$ cat src/rtl/lsu_mem_access_pkg.sv
// ---------------------------------------------------------------------------
// lsu_mem_access_pkg
// Shared definitions for the memory-stage load/store unit:
//   - RV32I funct3 codes for loads and stores
//   - LSU FSM state encoding
//   - small helpers for request legality and store lane formatting
// ---------------------------------------------------------------------------
package lsu_mem_access_pkg;

    // Load funct3 codes
    localparam logic [2:0] INST_LB  = 3'b000;
    localparam logic [2:0] INST_LH  = 3'b001;
    localparam logic [2:0] INST_LW  = 3'b010;
    localparam logic [2:0] INST_LBU = 3'b100;
    localparam logic [2:0] INST_LHU = 3'b101;

    // Store funct3 codes
    localparam logic [2:0] INST_SB  = 3'b000;
    localparam logic [2:0] INST_SH  = 3'b001;
    localparam logic [2:0] INST_SW  = 3'b010;

    typedef enum logic [1:0] {
        ST_IDLE   = 2'd0,
        ST_ACCESS = 2'd1,
        ST_DONE   = 2'd2
    } lsu_state_e;

    // Stores accept only the three signed-width codes; loads add BU/HU.
    function automatic logic funct3_ok(input logic [2:0] f3, input logic is_store);
        if (is_store) begin
            return f3 inside {INST_SB, INST_SH, INST_SW};
        end
        return f3 inside {INST_LB, INST_LH, INST_LW, INST_LBU, INST_LHU};
    endfunction

    // size = funct3[1:0]: 00 byte, 01 half, 10 word.
    function automatic logic is_aligned(input logic [1:0] size, input logic [1:0] lane);
        case (size)
            2'b01:   return ~lane[0];
            2'b10:   return (lane == 2'b00);
            default: return 1'b1;
        endcase
    endfunction

    function automatic logic [3:0] byte_mask(input logic [1:0] size, input logic [1:0] lane);
        case (size)
            2'b00:   return 4'b0001 << lane;
            2'b01:   return 4'b0011 << lane;
            default: return 4'b1111;
        endcase
    endfunction

    // Replicating the store data across lanes lets the slave pick any lane
    // using only the byte enables.
    function automatic logic [31:0] lane_replicate(input logic [1:0] size, input logic [31:0] sd);
        case (size)
            2'b00:   return {4{sd[7:0]}};
            2'b01:   return {2{sd[15:0]}};
            default: return sd;
        endcase
    endfunction

endpackage

$ cat src/rtl/lsu_mem_access_if.sv
// ---------------------------------------------------------------------------
// lsu_mem_access_if
// req/ack data bus between the LSU (master) and data RAM / MMIO (slave).
//   bus_req   : access request, held until the cycle after bus_ack
//   bus_we    : 1 = write
//   bus_addr  : word address ([1:0] always 00)
//   bus_wdata : lane-replicated store data
//   bus_be    : byte enables
//   bus_ack   : access complete; bus_rdata valid in the same cycle
//   bus_rdata : read word
// ---------------------------------------------------------------------------
interface lsu_mem_access_if;
    logic        bus_req;
    logic        bus_we;
    logic [31:0] bus_addr;
    logic [31:0] bus_wdata;
    logic [3:0]  bus_be;
    logic        bus_ack;
    logic [31:0] bus_rdata;

    modport master (
        output bus_req, bus_we, bus_addr, bus_wdata, bus_be,
        input  bus_ack, bus_rdata
    );

    modport slave (
        input  bus_req, bus_we, bus_addr, bus_wdata, bus_be,
        output bus_ack, bus_rdata
    );
endinterface

$ cat src/rtl/lsu_load_align.sv
// ---------------------------------------------------------------------------
// lsu_load_align
// Combinational load formatter: selects the addressed byte/half of a read
// word and sign- or zero-extends it according to funct3. Shared with the
// MMIO read path.
//   rdata_i  : 32-bit read word from the bus
//   lane_i   : byte offset of the access (addr[1:0])
//   funct3_i : load width/sign code
//   data_o   : formatted 32-bit load result
// ---------------------------------------------------------------------------
module lsu_load_align
    import lsu_mem_access_pkg::*;
(
    input  logic [31:0] rdata_i,
    input  logic [1:0]  lane_i,
    input  logic [2:0]  funct3_i,
    output logic [31:0] data_o
);

    logic [7:0]  byte_v;
    logic [15:0] half_v;

    assign byte_v = rdata_i[{lane_i, 3'b000} +: 8];
    assign half_v = rdata_i[{lane_i[1], 4'b0000} +: 16];

    always_comb begin
        // NOTE: default first so every path assigns data_o and no latch is inferred.
        data_o = rdata_i;
        case (funct3_i)
            INST_LB:  data_o = {{24{byte_v[7]}}, byte_v};
            INST_LBU: data_o = {24'h0, byte_v};
            INST_LH:  data_o = {{16{half_v[15]}}, half_v};
            INST_LHU: data_o = {16'h0, half_v};
            default:  data_o = rdata_i;
        endcase
    end

endmodule

$ cat src/rtl/lsu_mem_access.sv
// ---------------------------------------------------------------------------
// lsu_mem_access
// Memory-stage load/store unit of the RV32I pipeline. Turns a MEM-stage
// load/store into one req/ack bus transaction, stalls the pipeline until it
// completes, and formats load data for write-back.
//   clk, rst_n            : core clock, synchronous active-low reset
//   mem_read, mem_write   : MEM-stage load / store
//   funct3                : width/sign code
//   addr, store_data      : effective address, rs2 value
//   stall                 : freeze IF..MEM
//   load_data, load_valid : formatted load result and its one-cycle strobe
//   fault                 : one-cycle pulse on illegal request or timeout
//   bus                   : master side of the data bus
// ---------------------------------------------------------------------------
module lsu_mem_access
    import lsu_mem_access_pkg::*;
#(
    parameter int unsigned TIMEOUT_CYC = 255
) (
    input  logic              clk,
    input  logic              rst_n,
    input  logic              mem_read,
    input  logic              mem_write,
    input  logic [2:0]        funct3,
    input  logic [31:0]       addr,
    input  logic [31:0]       store_data,
    output logic              stall,
    output logic [31:0]       load_data,
    output logic              load_valid,
    output logic              fault,
    lsu_mem_access_if.master  bus
);

    localparam int unsigned           CNT_W       = $clog2(TIMEOUT_CYC + 1);
    localparam logic [CNT_W-1:0]      TIMEOUT_MAX = CNT_W'(TIMEOUT_CYC);

    lsu_state_e        state_q;
    logic              req_q;
    logic              we_q;
    logic [31:0]       addr_q;
    logic [31:0]       wdata_q;
    logic [3:0]        be_q;
    logic [2:0]        f3_q;
    logic [1:0]        lane_q;
    logic [CNT_W-1:0]  cnt_q;
    logic [CNT_W-1:0]  cnt_d;
    logic [31:0]       load_data_q;
    logic              load_valid_q;
    logic              fault_q;
    logic [31:0]       load_fmt;
    logic              legal;

    // A request is exactly one of read/write with a valid, aligned width.
    assign legal = (mem_read ^ mem_write)
                 && funct3_ok(funct3, mem_write)
                 && is_aligned(funct3[1:0], addr[1:0]);

    // Stall is combinational in the accepting IDLE cycle so the instruction
    // cannot leave MEM before its access has been registered.
    assign stall = (state_q == ST_ACCESS) || ((state_q == ST_IDLE) && legal);
    assign cnt_d = cnt_q + CNT_W'(1);

    lsu_load_align u_load_align (
        .rdata_i  (bus.bus_rdata),
        .lane_i   (lane_q),
        .funct3_i (f3_q),
        .data_o   (load_fmt)
    );

    always_ff @(posedge clk) begin
        // NOTE: non-blocking assignments throughout so every register samples
        // pre-edge values regardless of statement order.
        if (!rst_n) begin
            state_q      <= ST_IDLE;
            req_q        <= 1'b0;
            we_q         <= 1'b0;
            addr_q       <= '0;
            wdata_q      <= '0;
            be_q         <= '0;
            f3_q         <= '0;
            lane_q       <= '0;
            cnt_q        <= '0;
            load_data_q  <= '0;
            load_valid_q <= 1'b0;
            fault_q      <= 1'b0;
        end else begin
            load_valid_q <= 1'b0;
            fault_q      <= 1'b0;
            case (state_q)
                ST_IDLE: begin
                    if (legal) begin
                        addr_q  <= {addr[31:2], 2'b00};
                        we_q    <= mem_write;
                        be_q    <= byte_mask(funct3[1:0], addr[1:0]);
                        wdata_q <= lane_replicate(funct3[1:0], store_data);
                        f3_q    <= funct3;
                        lane_q  <= addr[1:0];
                        cnt_q   <= '0;
                        req_q   <= 1'b1;
                        state_q <= ST_ACCESS;
                    end else if (mem_read || mem_write) begin
                        fault_q <= 1'b1;
                    end
                end
                ST_ACCESS: begin
                    // An ack arriving on the last allowed cycle still wins.
                    if (bus.bus_ack) begin
                        req_q <= 1'b0;
                        if (!we_q) begin
                            load_data_q  <= load_fmt;
                            load_valid_q <= 1'b1;
                        end
                        state_q <= ST_DONE;
                    end else if (cnt_d == TIMEOUT_MAX) begin
                        req_q       <= 1'b0;
                        load_data_q <= '0;
                        fault_q     <= 1'b1;
                        state_q     <= ST_DONE;
                    end else begin
                        cnt_q <= cnt_d;
                    end
                end
                ST_DONE: begin
                    cnt_q   <= '0;
                    state_q <= ST_IDLE;
                end
                default: state_q <= ST_IDLE;
            endcase
        end
    end

    assign bus.bus_req   = req_q;
    assign bus.bus_we    = we_q;
    assign bus.bus_addr  = addr_q;
    assign bus.bus_wdata = wdata_q;
    assign bus.bus_be    = be_q;
    assign load_data     = load_data_q;
    assign load_valid    = load_valid_q;
    assign fault         = fault_q;

endmodule
$ cat src/flat_wrapper.sv
// flat-port wrapper written by rule: the top's interface ports become plain ports
module lsu_mem_access_flat import lsu_mem_access_pkg::*;
#(
    parameter int unsigned TIMEOUT_CYC = 255
)
  (clk, rst_n, mem_read, mem_write, funct3, addr, store_data, stall, load_data, load_valid, fault, bus_bus_req, bus_bus_we, bus_bus_addr, bus_bus_wdata, bus_bus_be, bus_bus_ack, bus_bus_rdata);
  lsu_mem_access_if bus_i ();
  input  logic clk;
  input  logic rst_n;
  input  logic mem_read;
  input  logic mem_write;
  input  logic [2:0] funct3;
  input  logic [31:0] addr;
  input  logic [31:0] store_data;
  output logic stall;
  output logic [31:0] load_data;
  output logic load_valid;
  output logic fault;
  output wire logic [$bits(bus_i.bus_req)-1:0] bus_bus_req;
  output wire logic [$bits(bus_i.bus_we)-1:0] bus_bus_we;
  output wire logic [$bits(bus_i.bus_addr)-1:0] bus_bus_addr;
  output wire logic [$bits(bus_i.bus_wdata)-1:0] bus_bus_wdata;
  output wire logic [$bits(bus_i.bus_be)-1:0] bus_bus_be;
  input wire logic [$bits(bus_i.bus_ack)-1:0] bus_bus_ack;
  input wire logic [$bits(bus_i.bus_rdata)-1:0] bus_bus_rdata;
  assign bus_bus_req = bus_i.bus_req;
  assign bus_bus_we = bus_i.bus_we;
  assign bus_bus_addr = bus_i.bus_addr;
  assign bus_bus_wdata = bus_i.bus_wdata;
  assign bus_bus_be = bus_i.bus_be;
  assign bus_i.bus_ack = bus_bus_ack;
  assign bus_i.bus_rdata = bus_bus_rdata;
  lsu_mem_access #(.TIMEOUT_CYC(TIMEOUT_CYC)) u_core (.clk(clk), .rst_n(rst_n), .mem_read(mem_read), .mem_write(mem_write), .funct3(funct3), .addr(addr), .store_data(store_data), .stall(stall), .load_data(load_data), .load_valid(load_valid), .fault(fault), .bus(bus_i));
endmodule
$ cat config.mk
export PLATFORM = sky130hd
export DESIGN_NAME = lsu_mem_access_flat
export DESIGN_NICKNAME = d
export VERILOG_FILES = /design/src/rtl/lsu_mem_access_pkg.sv /design/src/rtl/lsu_mem_access_if.sv /design/src/rtl/lsu_load_align.sv /design/src/rtl/lsu_mem_access.sv /design/src/flat_wrapper.sv
export SDC_FILE = /design/constraint.sdc
export NUM_CORES = 1
export LEC_CHECK = 0
export CORE_AREA = 2 2 110 112
export CTS_BUF_LIST = sky130_fd_sc_hd__clkbuf_4 sky130_fd_sc_hd__clkbuf_8 sky130_fd_sc_hd__clkbuf_16
export CTS_CLUSTER_DIAMETER = 40
export DETAILED_ROUTE_END_ITERATION = 16
export DIE_AREA = 0 0 112 114
export PLACE_DENSITY = 0.89
export SLEW_MARGIN = 10
export SYNTH_ARGS = -nofsm -noshare
export SYNTH_HDL_FRONTEND = slang
export SYNTH_SLANG_ARGS = --single-unit
$ cat constraint.sdc
create_clock -name clk -period 5.8 [get_ports clk]
set_input_delay 0.58 -clock clk [delete_from_list [all_inputs] [get_ports clk]]
set_output_delay 0.58 -clock clk [all_outputs]
set_load 0.1 [all_outputs]
# --- Yosys cells after proc, flatten, opt, wreduce, memory -nomap -nowiden ---
# Cells that the tools add are included.
totals:
  ff_bits: 117
  inputBits: 104
  output_inout_bits: 105
  wordCells: 85
classes:
  add_sub_neg: 1
  n_eq_ne: 17
  shift: 4
  n_mux: 28
  bitwise: 2
  n_reduce_logical: 21
op_table:
  columns: ["op", "n"]
  rows:
  - ["32-bit case mux with 4 select lines", 1]
  - ["32-bit 2-to-1 mux", 3]
  - ["32-bit case mux with 2 select lines", 1]
  - ["32-bit by 6-bit indexed part select with 16-bit output", 1]
  - ["32-bit by 6-bit indexed part select with 8-bit output", 1]
  - ["8-bit 2-to-1 mux", 3]
  - ["8-bit case mux with 3 select lines", 1]
  - ["3-bit == test (second input constant)", 4]
  - ["1-bit 2-to-1 mux", 11]
  - ["3-bit AND reduction", 3]
  - ["8-bit by 1-bit adder with 8-bit output (second input constant)", 1]
  - ["8-bit == test (second input constant)", 1]
  - ["4-bit case mux with 2 select lines", 1]
  - ["3-bit by 1-bit == test with 1-bit output (second input constant)", 2]
  - ["2-bit zero test", 3]
  - ["3-bit zero test", 2]
  - ["2-bit 2-to-1 mux", 3]
  - ["2-bit inequality test (second input constant)", 3]
  - ["1-bit case mux with 2 select lines", 3]
  - ["3-bit nonzero test", 2]
  - ["5-bit nonzero test", 1]
  - ["2-bit by 1-bit == test with 1-bit output (second input constant)", 2]
  - ["2-bit == test (second input constant)", 2]
  - ["2-bit case mux with 2 select lines", 1]
  - ["12 further kinds", 17]

# --- Logic depth before layout (Yosys ltp) ---
logic_depth:
  ltp_word: 8
  depth_mapped: 10
  depth_no_buf: 8

# --- Cells and area by module ---
# A second synthesis with hierarchy kept.
hier_totals:
  cells_unflattened: 683
  hier_area_um2: 5263.8
modules_own_cells:
  columns: ["module", "instances", "cells_per_inst", "area_each_um2", "seq_area_each_um2"]
  rows:
  - ["lsu_mem_access", 1, 574, 4635.7, 2342.2]
  - ["lsu_load_align", 1, 109, 628.1, 0.0]

# --- Least setup slack after synthesis ---
# Ideal clock, no wire load.
synth_path:
  path_type: "input port to output port"
  start: "in funct3[1]"
  end: "out stall"
  t_arrival_ps: 2787
  required_ps: 5220
  slack_ps: 2433
  cell_stages: 6
  n_path_buf: 0
  path_cell_list: "inv_1 ha_1 nor2_2 o22ai_1 o211ai_1 a21oi_1"
synth_between:
  elab_chain_cells: 8
  word_cells_on_any_way: 16
  cone_classes: "6 x eq/ne; 3 x mux; 7 x reduce/logical"
synth_rtl:
  columns: ["item", "line", "source"]
  rows:
  - ["start, declared", "flat_wrapper.sv:12", "input logic [2:0] funct3;"]
  - ["3-bit by 1-bit == test with 1-bit output (tied with other cells)", "lsu_mem_access_pkg.sv:31, lsu_mem_access_pkg.sv:33", null]
  - ["3-bit nonzero test", "lsu_mem_access_pkg.sv:31", "return f3 inside {INST_SB, INST_SH, INST_SW};"]
  - ["1-bit 2-to-1 mux", "lsu_mem_access_pkg.sv:30", "if (is_store) begin"]
  - ["1-bit 2-to-1 mux", "lsu_mem_access_pkg.sv:33", "return f3 inside {INST_LB, INST_LH, INST_LW, INST_LBU, INST_LHU};"]
  - ["1-bit logical AND", "lsu_mem_access.sv:55", "&& funct3_ok(funct3, mem_write)"]
  - ["1-bit logical AND *", "lsu_mem_access.sv:56", "&& is_aligned(funct3[1:0], addr[1:0]);"]
  - ["1-bit logical AND *", "lsu_mem_access.sv:60", "assign stall = (state_q == ST_ACCESS) || ((state_q == ST_IDLE) && legal);"]
  - ["1-bit logical OR *", "lsu_mem_access.sv:60", null]
  - ["end, declared", "flat_wrapper.sv:15", "output logic stall;"]
# Mark *: on every way between the ends. The rest lies on a longest branch, timed or not. The select of a mux whose other input is x is not followed.

# --- Final worst setup path ---
layout_path:
  start: "in funct3[0]"
  end: "out stall"
# The elaborated chain is that of the path after synthesis.

==> results.toml <==
[layout]
area_growth_pct = 50.4
final_common_cell = "clkdlybuf4s50_1"
mostFrequentLayoutCells = "205 x clkdlybuf4s50_1, 149 x nand2_1, 117 x dfxtp_1"
n_antenna_cell = 0
drive_gt1_share_pct = 7.39
postLayoutCellArea_sq_mm = 0.00821
fillers = 930
finalNetCount = 936

[critical_path]
crit_top_cell = "clkdlybuf4s50_1"
r2r_slack_ns = 3.27
arrival_ns = 3.69
critPathRequiredTime_ns = 5.22
cp-end-kind = "output port"
timing.rr.end = "u_core.load_data[31]$_SDFFE_PN0P_"
crit_slowest_cell = "clkdlybuf4s50_1"
reg2reg_depth = 6
crit_buf_inv = 4
crit_path_cell_trace = "clkdlybuf4s50_1 > inv_1 > ha_1 > buf_4 > nor2_2 > o22ai_1 > o211ai_1 > a21oi_1 > clkdlybuf4s50_1"
crit_cells = 9
slowest_delay_ns = 0.98
crit_type = "in -> out"
crit_end = "stall"
start_kind = "input port"
startpoint = "funct3[0]"
crit-reg2reg-launch = "u_core.lane_q[1]$_SDFFE_PN0P_"
cpLargestDelayFamily = "buffers and inverters"
worstPathMaxFanout = 21

[global_route]
top_usage_layer = "met2"
grt_usage_pct = 26.4
grt-ovfl-total = 0
grt_util_met2_pct = 44.2
antenna_found_initial = 0
grt_pass1_wl_microns = 26700
use_met1_pct = 29.8
grt_max_degree = 113
grt_use_met3_pct = 8.45
grt_pass1_vias = 5335

[timing]
setup_tns_ns = 0
skew_ns = 0.0106
fin_crit_sh_pct = 73.6
maxSlewHeadroom_pct = 28.9
period_minus_slack_ns = 4.27
timing.hold.ws_ns = 0.451
hold_viol = 0
rsz0062_at_grt = "false"
max_freq_mhz = 234
setup_violations = 0
worst-slew-pin-transition_ns = 1.07
slew_violations = 0

[drt]
drt-total-wl_microns = 17000
postRouteAntennaNets = 0
wl_per_cell_microns = 17.2
first_pass_iters = 5
vias_per_cell = 5.53
drtIter0Drc = 445
vias = 5448
drc = 0

[floorplanning]
rows = 40
ios = 209
die_w_microns = 112
coreArea_sq_mm = 0.0117
die_area_sq_mm = 0.0128
start_util_pct = 46.6
fp.dieH_microns = 114

[pwr]
p_per_area_mw_per_mm2 = 318
ir_worst_vdd_v = 0.000232
power.leakage_nw = 3.41
power_w = 0.00261

[clocking]
cts.sinks = 117
numCtsBuffers = 17
cts_hold_buf = 0
cts-resized-gates = 0
root_buffer = "clkbuf_16"
post-cts-setup-buffers = 0
clock_path_buffers = 2
cts_tree = "done"
clkSlewWorstSetupHoldPaths_ns = 0.05
htreeDepth = 4
clock_latency_ns = 0.41

[hold_path]
worst_hold_path_type = "reg -> reg"

[synth]
synth_area_sq_mm = 0.00546
synth_ff_type = "dfxtp_1"
ys_warn_count = 0
avgSynthCellArea_sq_um = 8.58
ys_ff_latch = 117
synth_top_area_share_pct = 42.9
synth_area_leader_cell = "dfxtp_1"
postSynth.asyncResetShare_pct = 0
synth-seq-area-share_pct = 42.9
syn_inst = 636
synthTopCellsByArea = "dfxtp_1 43%, nand2_1 10%, mux2i_1 6.1%"
ys_types = 60
synth_edf_count = 0

[placed_design]
dpl.hpwl_microns = 11900
dpl_cell_area_sq_mm = 0.00757
routabilityCongestion = 0.914
port_buffers = 206

[job]
maxCapViolCount = 0

[status]
status = "completed"
-- cells by family after synthesis --
kind of cell    Yosys count  share of synthesized area, %
simple gates            211                          16.2
compound gates          193                          25.9
flops                   117                          42.9
buf+inv                  68                          5.71
mux                      37                          7.29
fa+ha+maj                 6                          1.38
xor+xnor                  3                         0.482
other cells               1                        0.0687
-- synthesized netlist by cell type, types with 9 or more instances --
cell type and n:
nand2_1 149, a21oi_1 25, o211a_1 27, dfxtp_1 117, nand3_1 15, clkbuf_1 22, nor2_1 19, o21ai_0 36
mux2i_1 33, o22ai_1 9, inv_1 21, buf_2 18, a21boi_0 38
-- power breakdown --
part	internal [W]	switching, W	leakage (nW)
registers	0.000845	0.0000281	0.950
clock network	0.000770	0.000352	0.320
logic	0.000190	0.000429	2.14
-- metrics by stage --
stage / instances / setup slack, ns / util [%]
floorplan: 637 / 2.43 / -
global placement: 954 / 1.59 / 64.6
detailed placement: 954 / 1.54 / 64.6
CTS: 986 / 1.55 / 70.1
global route: 986 / 1.36 / 70.1
finish: 986 / 1.53 / 70.1
-- worst min-delay path, stage by stage (launching register included) --
cell,delay (ns)
dfxtp_1,0.30
nand2_1,0.05
a21boi_1,0.05
-- worst min-delay path by stage --
| stage | endpoint | cells after the start | from |
|---|---|---|---|
| 4_1_cts | u_core.bus.bus_wdata[3]$_SDFFE_PN0P_ | 2 | u_core.bus.bus_wdata[3]$_SDFFE_PN0P_ |
| 6_report | u_core.bus.bus_wdata[3]$_SDFFE_PN0P_ | 2 | u_core.bus.bus_wdata[3]$_SDFFE_PN0P_ |
| 2_1_floorplan | u_core.f3_q[2]$_SDFFE_PN0P_ | 2 | u_core.f3_q[2]$_SDFFE_PN0P_ |
| 5_1_grt | u_core.bus.bus_addr[24]$_SDFFE_PN0P_ | 2 | u_core.bus.bus_addr[24]$_SDFFE_PN0P_ |
| 3_5_place_dp | u_core.bus.bus_wdata[3]$_SDFFE_PN0P_ | 2 | u_core.bus.bus_wdata[3]$_SDFFE_PN0P_ |
| 3_3_place_gp | u_core.bus.bus_wdata[5]$_SDFFE_PN0P_ | 2 | u_core.bus.bus_wdata[5]$_SDFFE_PN0P_ |
-- final cells by class --
class | instances | area [sq um] | area share [%]
Clock inverter | 9 | 148 | 1.80
Tap cell | 147 | 184 | 2.24
Multi-Input combinational cell | 452 | 2820 | 34.3
Inverter | 21 | 78.8 | 0.960
Sequential cell | 117 | 2340 | 28.5
Timing Repair Buffer | 217 | 2140 | 26.1
Clock buffer | 23 | 495 | 6.03
-- routing by layer --
layer / routed length (microns) / vias to the layer above / part of all wire, %
met1: 6680 / 2527 / 39
met5: 0 / - / 0
met2: 8240 / 251 / 48
li1: - / 2615 / -
met4: 673 / 0 / 4.0
met3: 1400 / 55 / 8.3
-- sequential cells by signal, summed over array words and instances (netlist names) --
name,cells
u_core.bus.bus_req,1
u_core.f3_q,3
u_core.bus.bus_be,4
u_core.bus.bus_we,1
u_core.load_data,32
u_core.cnt_q,8
u_core.lane_q,2
u_core.bus.bus_addr,30
u_core.fault,1
u_core.state_q,2
u_core.load_valid,1
u_core.bus.bus_wdata,32
Note: power is estimated with default switching activity, not from simulation.
